--- src/rtl/spi_responder.sv ---
// spi_responder: SPI mode-0 responder (slave) oversampled in the clk_clk domain.
// Receives MSB-first words on spi_mosi and presents each complete word on rx_data
// with a one-cycle rx_valid pulse. Transmits the word held in a one-entry holding
// register on spi_miso. When the holding register is empty at a word boundary, the
// word sent is FILL_BYTE and underrun pulses.
// Optional build macro SPI_RESP_ECHO_EN: when the holding register is empty, the
// last received word is sent back (loopback echo) instead of FILL_BYTE.
module spi_responder #(
  parameter int unsigned       DATA_W      = 8,
  parameter int unsigned       SYNC_STAGES = 2,
  parameter logic [DATA_W-1:0] FILL_BYTE   = 8'hFF
) (
  input  logic              clk_clk,
  input  logic              reset_reset,
  input  logic              spi_cs_n,
  input  logic              spi_sclk,
  input  logic              spi_mosi,
  output logic              spi_miso,
  output logic              spi_miso_oe,
  input  logic [DATA_W-1:0] tx_data,
  input  logic              tx_load,
  output logic              tx_ready,
  output logic [DATA_W-1:0] rx_data,
  output logic              rx_valid,
  output logic              underrun,
  output logic              frame_err,
  output logic              busy
);

  localparam int unsigned CNT_W = (DATA_W > 1) ? $clog2(DATA_W) : 1;
  localparam logic [CNT_W-1:0] CNT_LAST = CNT_W'(DATA_W - 1);

  typedef enum logic [1:0] {
    ST_IDLE  = 2'd0,
    ST_LOAD  = 2'd1,
    ST_SHIFT = 2'd2
  } state_t;

  // Pin synchronisers and edge-detect history
  logic [SYNC_STAGES-1:0] cs_sync_q;
  logic [SYNC_STAGES-1:0] sclk_sync_q;
  logic [SYNC_STAGES-1:0] mosi_sync_q;
  logic                   cs_prev_q;
  logic                   sclk_prev_q;

  logic cs_s;
  logic sclk_s;
  logic mosi_s;
  logic sclk_rise;
  logic sclk_fall;
  logic cs_fall;
  logic cs_rise;

  // Transfer state
  state_t            state_q;
  logic [CNT_W-1:0]  cnt_q;
  logic [DATA_W-2:0] rx_shift_q;
  logic [DATA_W-1:0] tx_shift_q;
  logic [DATA_W-1:0] rx_data_q;
  logic              reload_pend_q;
  logic              seen_rise_q;
  logic              rx_valid_q;
  logic              underrun_q;
  logic              frame_err_q;
  logic              busy_q;

  // Holding register
  logic [DATA_W-1:0] hold_q;
  logic              tx_ready_q;

  // Word-boundary helpers
  logic [DATA_W-1:0] fill_word;
  logic [DATA_W-1:0] reload_word_d;
  logic              load_evt;
  logic [DATA_W-1:0] rx_word;

`ifdef SPI_RESP_ECHO_EN
  assign fill_word = rx_data_q;
`else
  assign fill_word = FILL_BYTE;
`endif

  // Bring the asynchronous SPI pins into the clk_clk domain.
  // The CS chain presets to the idle (deasserted) level so reset exit never
  // looks like a select edge.
  always_ff @(posedge clk_clk or posedge reset_reset) begin
    // NOTE: every flop here uses non-blocking assignment so each stage samples the
    // previous stage's old value; blocking would collapse the chain to one flop.
    if (reset_reset) begin
      cs_sync_q   <= '1;
      sclk_sync_q <= '0;
      mosi_sync_q <= '0;
      cs_prev_q   <= 1'b1;
      sclk_prev_q <= 1'b0;
    end else begin
      cs_sync_q   <= {cs_sync_q[SYNC_STAGES-2:0], spi_cs_n};
      sclk_sync_q <= {sclk_sync_q[SYNC_STAGES-2:0], spi_sclk};
      mosi_sync_q <= {mosi_sync_q[SYNC_STAGES-2:0], spi_mosi};
      cs_prev_q   <= cs_sync_q[SYNC_STAGES-1];
      sclk_prev_q <= sclk_sync_q[SYNC_STAGES-1];
    end
  end

  assign cs_s   = cs_sync_q[SYNC_STAGES-1];
  assign sclk_s = sclk_sync_q[SYNC_STAGES-1];
  assign mosi_s = mosi_sync_q[SYNC_STAGES-1];

  assign sclk_rise = sclk_s & ~sclk_prev_q;
  assign sclk_fall = ~sclk_s & sclk_prev_q;
  assign cs_fall   = ~cs_s & cs_prev_q;
  assign cs_rise   = cs_s & ~cs_prev_q;

  assign rx_word = {rx_shift_q, mosi_s};

  // Decide when the shifter takes a new word and which word it takes.
  always_comb begin
    // NOTE: every output of this block gets a default first, so no path leaves a
    // value unassigned and no latch is inferred.
    reload_word_d = tx_ready_q ? fill_word : hold_q;
    load_evt      = 1'b0;
    if (!cs_rise) begin
      load_evt = (state_q == ST_LOAD) ||
                 ((state_q == ST_SHIFT) && sclk_fall && reload_pend_q);
    end
  end

  // Holding register: accept a word only when empty; a word boundary empties it.
  always_ff @(posedge clk_clk or posedge reset_reset) begin
    if (reset_reset) begin
      hold_q     <= '0;
      tx_ready_q <= 1'b1;
    end else if (tx_load && tx_ready_q) begin
      hold_q     <= tx_data;
      tx_ready_q <= 1'b0;
    end else if (load_evt && !tx_ready_q) begin
      tx_ready_q <= 1'b1;
    end
  end

  // Transfer FSM with bit counter, shifters and registered status pulses.
  always_ff @(posedge clk_clk or posedge reset_reset) begin
    if (reset_reset) begin
      state_q       <= ST_IDLE;
      cnt_q         <= '0;
      rx_shift_q    <= '0;
      tx_shift_q    <= '0;
      rx_data_q     <= '0;
      reload_pend_q <= 1'b0;
      seen_rise_q   <= 1'b0;
      rx_valid_q    <= 1'b0;
      underrun_q    <= 1'b0;
      frame_err_q   <= 1'b0;
      busy_q        <= 1'b0;
    end else begin
      rx_valid_q  <= 1'b0;
      underrun_q  <= 1'b0;
      frame_err_q <= 1'b0;
      busy_q      <= ~cs_s;

      unique case (state_q)
        ST_IDLE: begin
          if (cs_fall) begin
            state_q <= ST_LOAD;
          end
        end

        ST_LOAD: begin
          if (cs_rise) begin
            state_q <= ST_IDLE;
          end else begin
            tx_shift_q    <= reload_word_d;
            underrun_q    <= tx_ready_q;
            cnt_q         <= '0;
            reload_pend_q <= 1'b0;
            seen_rise_q   <= 1'b0;
            state_q       <= ST_SHIFT;
          end
        end

        ST_SHIFT: begin
          if (cs_rise) begin
            // A partial word is dropped; whatever is in the shifter is not restored.
            frame_err_q   <= (cnt_q != '0);
            cnt_q         <= '0;
            reload_pend_q <= 1'b0;
            state_q       <= ST_IDLE;
          end else begin
            if (sclk_rise) begin
              rx_shift_q  <= rx_word[DATA_W-2:0];
              seen_rise_q <= 1'b1;
              if (cnt_q == CNT_LAST) begin
                rx_data_q     <= rx_word;
                rx_valid_q    <= 1'b1;
                cnt_q         <= '0;
                reload_pend_q <= 1'b1;
              end else begin
                cnt_q <= cnt_q + 1'b1;
              end
            end
            if (sclk_fall) begin
              if (reload_pend_q) begin
                tx_shift_q    <= reload_word_d;
                underrun_q    <= tx_ready_q;
                reload_pend_q <= 1'b0;
              end else if (seen_rise_q) begin
                // A fall before any rise means SCLK was high at select; the first
                // bit must stay on MISO until the master's first rising edge.
                tx_shift_q <= {tx_shift_q[DATA_W-2:0], 1'b0};
              end
            end
          end
        end

        default: begin
          state_q <= ST_IDLE;
        end
      endcase
    end
  end

  assign spi_miso    = tx_shift_q[DATA_W-1];
  assign spi_miso_oe = busy_q;
  assign busy        = busy_q;
  assign tx_ready    = tx_ready_q;
  assign rx_data     = rx_data_q;
  assign rx_valid    = rx_valid_q;
  assign underrun    = underrun_q;
  assign frame_err   = frame_err_q;

endmodule
--- config.mk ---
export PLATFORM = sky130hd
export DESIGN_NAME = spi_responder
export DESIGN_NICKNAME = d
export VERILOG_FILES = /design/src/rtl/spi_responder.sv
export SDC_FILE = /design/constraint.sdc
export NUM_CORES = 1
export LEC_CHECK = 0
export CAP_MARGIN = 20
export CORE_MARGIN = 1
export CORE_UTILIZATION = 48
export CTS_CLUSTER_DIAMETER = 150
export DETAILED_ROUTE_END_ITERATION = 10
export PLACE_DENSITY = 0.74
export SLEW_MARGIN = 30
export SYNTH_ARGS = -nofsm -noshare
export SYNTH_HDL_FRONTEND = slang
export SYNTH_SLANG_ARGS = --single-unit
--- constraint.sdc ---
create_clock -name clk_clk -period 1.7 [get_ports clk_clk]
set_input_delay 0.34 -clock clk_clk [delete_from_list [all_inputs] [get_ports clk_clk]]
set_output_delay 0.34 -clock clk_clk [all_outputs]
set_load 0.02 [all_outputs]
==> results of run 1 <==
## sequential cells by signal, indices dropped and copies added, names as in the netlist
register,flops
rx_data,8
sclk_prev_q,1
mosi_sync_q,2
sclk_sync_q,2
seen_rise_q,1
hold_q,8
tx_ready,1
cs_sync_q,2
underrun,1
cs_prev_q,1
rx_valid,1
rx_shift_q,7
busy,1
frame_err,1
reload_pend_q,1
state_q,2
tx_shift_q,8
cnt_q,3
## layer usage
metal  track usage (%)  wire length, µm  vias to the layer above  part of all wire [%]
li1                  -                -                      632                     -
met1             21.88             1603                      641                    45
met2             29.00             1765                       24                    49
met3             4.112              114                        8                   3.2
met4             10.71               84                        0                   2.4
met5                 0                0                        -                     0
## cell families (layout without fill, tap and decap cells)
logic type               Yosys count  after routing  synth area share [%]
buffers and inverters             12             49                 2.615
multiplexers                      32             32                 17.26
AND/OR/NAND/NOR                   40             40                 10.23
adder cells (fa/ha/maj)            6              6                 3.486
AO/OA/AOI/OAI                     23             23                 6.915
flip-flops                        51             51                 59.50
## path summary, 6_finish.rpt
path                       slack, ns         start       endpoint
min reg2reg                     0.36  cs_sync_q[0]   cs_sync_q[1]
max                             0.06    rx_data[1]     rx_data[1]
min in group clk_clk            0.36  cs_sync_q[0]   cs_sync_q[1]
min                             0.29   reset_reset     rx_data[2]
max reg2reg                     0.09    state_q[0]  tx_shift_q[6]
max in group asynchronous       0.94   reset_reset       tx_ready
## final cells by class
class	count	area, µm²	area share (%)
clock buffer	5	68.82	2.588
clock inverter	2	37.54	1.412
inverter	9	33.78	1.271
multi-input combinational	101	833.3	31.34
sequential	51	1281	48.19
tap	50	62.56	2.353
timing repair buffer	33	341.6	12.85
## repair_timing
action	4_1_cts	5_1_grt
pin swaps	0	1
setup endpoints to repair	17	19
hold buffers	0	0
gates cloned	0	0
resized for setup	2	3
## where the power goes
group / internal [mW] / total (mW) / switching (mW)
combinational: 0.596 / 1.18 / 0.581
clock: 0.430 / 0.818 / 0.388
sequential: 1.53 / 1.71 / 0.178
## metrics by stage
step | area [µm²] | worst slack [ns] | hold slack, ns | utilization [%] | setup TNS, ns
detailed placement | 2536 | -0.03948 | 0.3403 | 61.20 | -0.3291
finish | 2659 | 0.06328 | 0.2864 | 64.16 | 0
CTS | 2644 | 0.005383 | 0.2913 | 63.80 | 0
global placement | 2536 | 0.06079 | 0.3323 | 61.20 | 0
global route | 2659 | 0.007416 | 0.2992 | 64.16 | 0
floorplan | 2153 | 0.1038 | 0.3312 | - | 0
## layout by cell type (no fill, tap or decap), types with 2 or more instances in the layout
| master | netlist | final |
|---|---|---|
| a22o_1 | 2 | 2 |
| mux2_2 | 29 | 29 |
| clkbuf_8 | 0 | 5 |
| nor3_1 | 2 | 2 |
| dfrtp_1 | 47 | 47 |
| dfstp_2 | 4 | 4 |
| o21ai_0 | 11 | 11 |
| nor2b_1 | 2 | 2 |
| nor2_1 | 13 | 13 |
| clkdlybuf4s50_1 | 0 | 27 |
| inv_1 | 8 | 7 |
| inv_2 | 1 | 2 |
| mux2_4 | 3 | 3 |
| nand2b_1 | 2 | 2 |
| nand2_1 | 11 | 11 |
| buf_12 | 0 | 2 |
| a21oi_1 | 2 | 2 |
| buf_4 | 1 | 3 |
| ha_1 | 6 | 5 |
==> results.md, run 1 <==
Outcome:
- The flow ran to the end, and the final reports show no timing, DRC or antenna violations.

Floorplanning:
- The initial utilization of the core area, before any placement, comes to 51.96%.
- In this run the core area contains 23 standard-cell rows.
- The floorplan step set the die width to 68.98 µm.
- 29 I/O pins were placed.
- The die area is 0.004758 mm².
- The overall die height is 68.98 µm.
- The core region is 0.004144 mm².

Clock tree:
- After clock tree synthesis, the clock-pin slew on the worst setup and hold paths is 0.09 ns.
- The cell at the root of the clock tree is clkbuf_8.
- The clock tree from TritonCTS is yes.
- Buffers inserted during clock tree synthesis total 5.
- The longest clock path from root to sink contains 2 buffers.
- At the later pin of the worst-skew pair, clock insertion delay measures 0.31 ns.
- The clock tree synthesis step divided the H-tree into 2 levels.
- The post-CTS setup-driven buffer insertion count is 0.
- CTS saw 51 sinks.

Drt:
- After detailed routing, the number of remaining DRC violations is 0.
- The final routed wirelength across all metal layers is 3568 µm.
- The number of routed nets with antenna violations is 0.
- After detailed routing, the average wire length per cell comes to 14.22 µm.
- For this block, the via count after detailed routing is 1305.
- After the first detailed-routing iteration, the DRC count stood at 47.
- The via density per instance is 5.199.
- The first detailed-routing pass took 4 iterations.

Setup path:
- The biggest fanout along the worst timing path is 2.
- The worst setup path is of the reg -> out kind.
- The slowest cell on the critical path is clkdlybuf4s50_1.
- In this run the number of cells on the critical path is 1.
- The worst path buffer plus inverter count is 1.
- The data required time of the critical path is 1.36 ns.
- The largest single stage delay on the critical path is 0.61 ns.
- The signal on the critical path passes through clkdlybuf4s50_1.
- For the worst setup path, the data arrival time is 1.30 ns.
- STA classifies the critical path startpoint as a flop.
- The path depth of the worst reg2reg path is 5.
- The element type at the critical path end is a primary output.
- The cell family contributing the most delay on the critical path is buffers and inverters.

Global routing:
- Entering global routing, the biggest net connects 22 pins.
- The first global-routing pass estimated 6044 µm of wire.
- The overall track demand over capacity in global routing is 17.99%.
- The via count of the first global-routing pass came to 1383.
- The initial antenna violation count came to 0.
- The aggregate global routing overflow is 0.

Synth:
- The number of distinct library cell variants in the gate-level netlist after synthesis is 35.
- The total standard cell area after synthesis is 0.002153 mm².
- Sorting the synthesized cells by area gives the leading types as dfrtp_1, mux2_2, dfstp_2.
- Each instance of the synthesized netlist takes up on average 13.13 µm².
- The number of nets in the synthesized netlist is 184.
- The cell taking the most area after synthesis is dfrtp_1.
- The synthesized design devotes to its leading area cell type 54.62% of total area.
- After synthesis, the most frequently instantiated cells are dfrtp_1, mux2_2, nor2_1.
- The most frequent cell after synthesis is dfrtp_1.
- Counting flops and latches in the post-synthesis netlist gives 51.
- The number of warnings printed during yosys synthesis is 0.
- The predominant post-synthesis flop cell is dfrtp_1.
- Counting flops with a built-in enable in the synthesized netlist gives 0.
- The proportion of register bits with asynchronous set or reset after synthesis is 100.0%.
- After technology mapping, the gate count stands at 164.
- The fraction of the yosys area taken by sequential cells is 59.50%.

Finish:
- The fraction of final layout cells sized beyond drive strength 1 is 29.85%.
- The post-route non-filler standard cell count is 251.
- The number of nets in the finished design is 221.
- The number of filler instances in the final layout is 320.
- The diode insertion count for antenna repair is 0.
- From synthesis to final layout, the design area changed by 23.47%.

STA:
- The remaining max-slew budget at the tightest pin is 75.67%.
- The slew at the pin closest to its max-slew limit is 0.3641 ns.
- After layout, the worst path uses 96.28% of the clock period.
- The total count of hold-check failures in the final report is 0.
- Setup violations remaining at the end of the flow were counted as 0.
- The highest clock frequency the design can meet is 611.0 MHz.
- Setup repair after global routing left no endpoint under its margin.
- The count of final max-slew check failures is 0.
- The worst setup skew after layout is 0.008742 ns.
- The final critical delay including setup and external delays is 1.637 ns.

Pwr:
- The completed layout was analyzed and its total power is 3.706 mW.
- The static power due to leakage is 1.201 nW.
- For this design the ratio of total power to cell area is 1394 mW/mm².
- The worst-case vdd ir drop is 781.0 µV.

Job:
- The tool flagged a number of max-cap violations equal to 0.

Placement:
- Summed over all nets, the half-perimeter wirelength after detailed placement is 2492 µm.
- The number of placed cells counting well taps is 244.
- Routability-driven placement finished with a final weighted congestion of 0.8345.
- Port buffering added 28 buffers.

Hold path:
- The class of the tightest hold or removal check is in -> async.
(Power assumes the default switching activity.)
==> inputs of run 2 (changes only) <==
--- a/config.mk
+++ b/config.mk
@@ -6,11 +6,11 @@
 export NUM_CORES = 1
 export LEC_CHECK = 0
 export CAP_MARGIN = 20
-export CORE_MARGIN = 1
-export CORE_UTILIZATION = 48
+export CORE_MARGIN = 1.5
+export CORE_UTILIZATION = 45
 export CTS_CLUSTER_DIAMETER = 150
 export DETAILED_ROUTE_END_ITERATION = 10
-export PLACE_DENSITY = 0.74
+export PLACE_DENSITY = 0.67
 export SLEW_MARGIN = 30
 export SYNTH_ARGS = -nofsm -noshare
 export SYNTH_HDL_FRONTEND = slang
==> constraint.sdc (replaced) <==
create_clock -name clk_clk -period 1.8 [get_ports clk_clk]
set_input_delay 0.36 -clock clk_clk [delete_from_list [all_inputs] [get_ports clk_clk]]
set_output_delay 0.36 -clock clk_clk [all_outputs]
set_load 0.02 [all_outputs]
==> run 2 against run 1 <==
Total power is 6.5% lower. Sequential cell count stayed put. Core utilization is 5.6 points lower. Highest routed layer unchanged. Register-to-register slack better by 0.03 ns. Worst setup slack better by 0.061 ns. Clock power is 7.1% lower. Non-clock buffer count is 3 lower. Via count is 1.6% lower. Sequential power is 5% lower. Critical path depth is 5 higher. Wire length is 0.17% higher.
==> results.md, run 2 (synthesis gave the netlist of run 1 again) <==
Floorplanning:
- In this run the horizontal extent of the chip is 72.18 µm.
- From bottom edge to top edge, the die measures 72.18 µm.
- The die area is 0.005209 mm².
- The starting utilization of the core area is 48.13%.
- The number of cell rows is 24.
- In this run the standard cell core region covers 0.004474 mm².
- For this design the top-level I/O count stands at 29.

Pwr:
- The internal power of the cells is 2.389 mW.
- For this design the total switching power over the nets is 1.076 mW.
- Power spread over the standard cell area amounts to 1322 mW/mm².
- The static power due to leakage is 1.182 nW.
- The clock share of power is 21.9%.
- The switching part of the total power is 31.06%.
- Combinational cells account for 31.2% of the total power.
- The power share of the sequential group is 46.8%.
- The worst-case IR drop observed on VDD is 750.1 µV.
- Total power for the finished layout comes to 3.465 mW.

Global routing:
- The overall track demand over capacity in global routing is 15.47%.
- The aggregate global routing overflow is 0.
- The via count of the first global-routing pass was 1395.
- The first global-routing pass estimated 6223 µm of wire.
- The maximum number of pins on one net before global-route repair is 52.
- The initial antenna violation count is 0.

Setup path:
- Of all nets on the critical path, the largest fanout is 6.
- The data required time of the critical path is 1.98 ns.
- The arrival time at the worst endpoint is 1.86 ns.
- The slack of the worst reg-to-reg path is 0.12 ns.
- The worst setup path category is reg -> reg.
- The startpoint type of the worst setup path is a flop.
- STA classifies the critical path endpoint as a flop.

Job:
- The tool flagged a number of max-cap violations equal to 0.

Finish:
- After the last flow step, the layout net total stands at 218.
- In the final layout, the share of cells above drive strength 1 is 28.28%.
- The area used by multi-input combinational logic is 828.3 µm².
- After filler insertion, the fill cell instance count of the layout stands at 351.
- With fillers left out, the area of the finished cells amounts to 0.002621 mm².
- The diode insertion count for antenna repair is 0.
- The top cell types in the final layout, fill and taps aside, are dfrtp_1, mux2_2, clkdlybuf4s50_1, nor2_1.
- The most common library cell in the layout ignoring fill and taps is dfrtp_1.
- Measured on the finished design, the core utilization comes to 58.59%.
- The area growth from synthesis to layout is 21.73%.
- The area occupied by registers is 0.001281 mm².

Clock tree:
- The clock tree from TritonCTS is yes.
- Clock-pin slew was measured on the worst setup and hold paths at 0.09 ns.
- The number of hold buffers added after CTS was 0.
- The later pin in the worst-skew pair is clocked with a latency of 0.30 ns.
- The TritonCTS buffer count is 5.
- The cell at the root of the clock tree is clkbuf_8.
- The clock passes through at most 2 buffers.
- The clock drives 51 sinks.
- The H-tree was split into 2 levels.

STA:
- Across all hold checks on the routed design, the worst slack comes to 0.3524 ns.
- In this run the tightest slew margin relative to its limit is 72.91%.
- Setup repair after global routing left no endpoint under its margin.
- For the pin with the worst max-slew slack, the measured transition is 0.4036 ns.
- The post-route clock period utilization is 93.09%.
- The setup TNS is 0 ns.
- The worst setup skew after layout is 0.01431 ns.
- The smallest clock period supported by the final layout is computed as 1.676 ns.
- The count of final max-slew check failures is 0.
- The total count of hold-check failures in the final report was 0.
- Static timing analysis puts the maximum clock frequency at 596.8 MHz.
- Setup violations remaining at the end of the flow were counted as 0.

Drt:
- The total DRC errors in the routed layout is 0.
- After detailed routing, the average wire length per cell comes to 14.30 µm.
- The number of detailed-route iterations in the first pass is 4.
- The final routed wirelength across all metal layers is 3574 µm.
- The via count of the routed design is 1284.
- Using the TritonRoute via totals, the vias-per-cell ratio works out to 5.136.
- The DRC violation total after the first TritonRoute iteration is 53.
- The number of routed nets with antenna violations is 0.

Outcome:
- The run finished with clean final reports.

Placement:
- The estimated wirelength of the detail-placed design is 2574 µm.
- The placed cell area is 0.002504 mm².
- During placement, the flow inserted port buffers numbering 28.
- The final weighted congestion of routability-driven global placement is 0.7345.

Hold path:
- The path class of the tightest hold or removal check is reg -> reg.
run 2: changes by cell type in the layout (fill, tap and decap cells not counted), sizes merged:
cell	change
buf	-3
run 2: cell type report:
type                            instances  area share (%)
Clock buffer                            5           2.625
Timing Repair Buffer                   30           11.69
Sequential cell                        51           48.88
Inverter                                9           1.289
Clock inverter                          2           1.432
Multi-Input combinational cell        101           31.60
Tap cell                               52           2.482
run 2: routing by layer:
layer	vias to the layer above	GRT usage, %	wire (µm)
li1	624	-	-
met1	625	19.06	1586
met3	5	5.000	164
met5	-	0	0
met2	30	26.13	1787
met4	0	4.612	34
run 2: worst max-delay path, cell delays in order, from the launching register on:
cell and delay, ns:
dfrtp_1 0.44, inv_1 0.10, ha_1 0.19, inv_1 0.08, o21ai_1 0.36, nor3_1 0.12, mux2_2 0.27
run 2: metrics by stage:
step,setup slack [ns],std cells
2_1_floorplan,0.2038,164
3_3_place_gp,0.1179,243
3_5_place_dp,0.003950,243
4_1_cts,0.07904,250
5_1_grt,0.01083,250
6_report,0.1244,250
run 2: final timing paths:
path / start / to / cells past startpoint
max in group asynchronous: reset_reset / tx_ready / 3
min reg2reg: sclk_sync_q[0] / sclk_sync_q[1] / 0
max: state_q[1] / cnt_q[0] / 6
min in group asynchronous: reset_reset / tx_shift_q[2] / 3
max reg2reg: state_q[1] / cnt_q[0] / 6
min: sclk_sync_q[0] / sclk_sync_q[1] / 0
run 2: power by group through the flow:
| stage | combinational, mW | sequential [mW] | clock [mW] |
|---|---|---|---|
| after floorplan | 0.807 | 1.62 | 0 |
| after global placement | 1.02 | 1.62 | 0 |
| after detailed placement | 1.08 | 1.64 | 0 |
| after CTS | 1.07 | 1.62 | 0.788 |
| after global routing | 1.21 | 1.66 | 0.844 |
| final | 1.08 | 1.62 | 0.760 |
run 2: repair_timing:
action	CTS	global route
buffers inserted	0	0
pin swaps	0	1
setup endpoints to repair	8	8
hold endpoints to repair	0	0
resized for setup	2	1
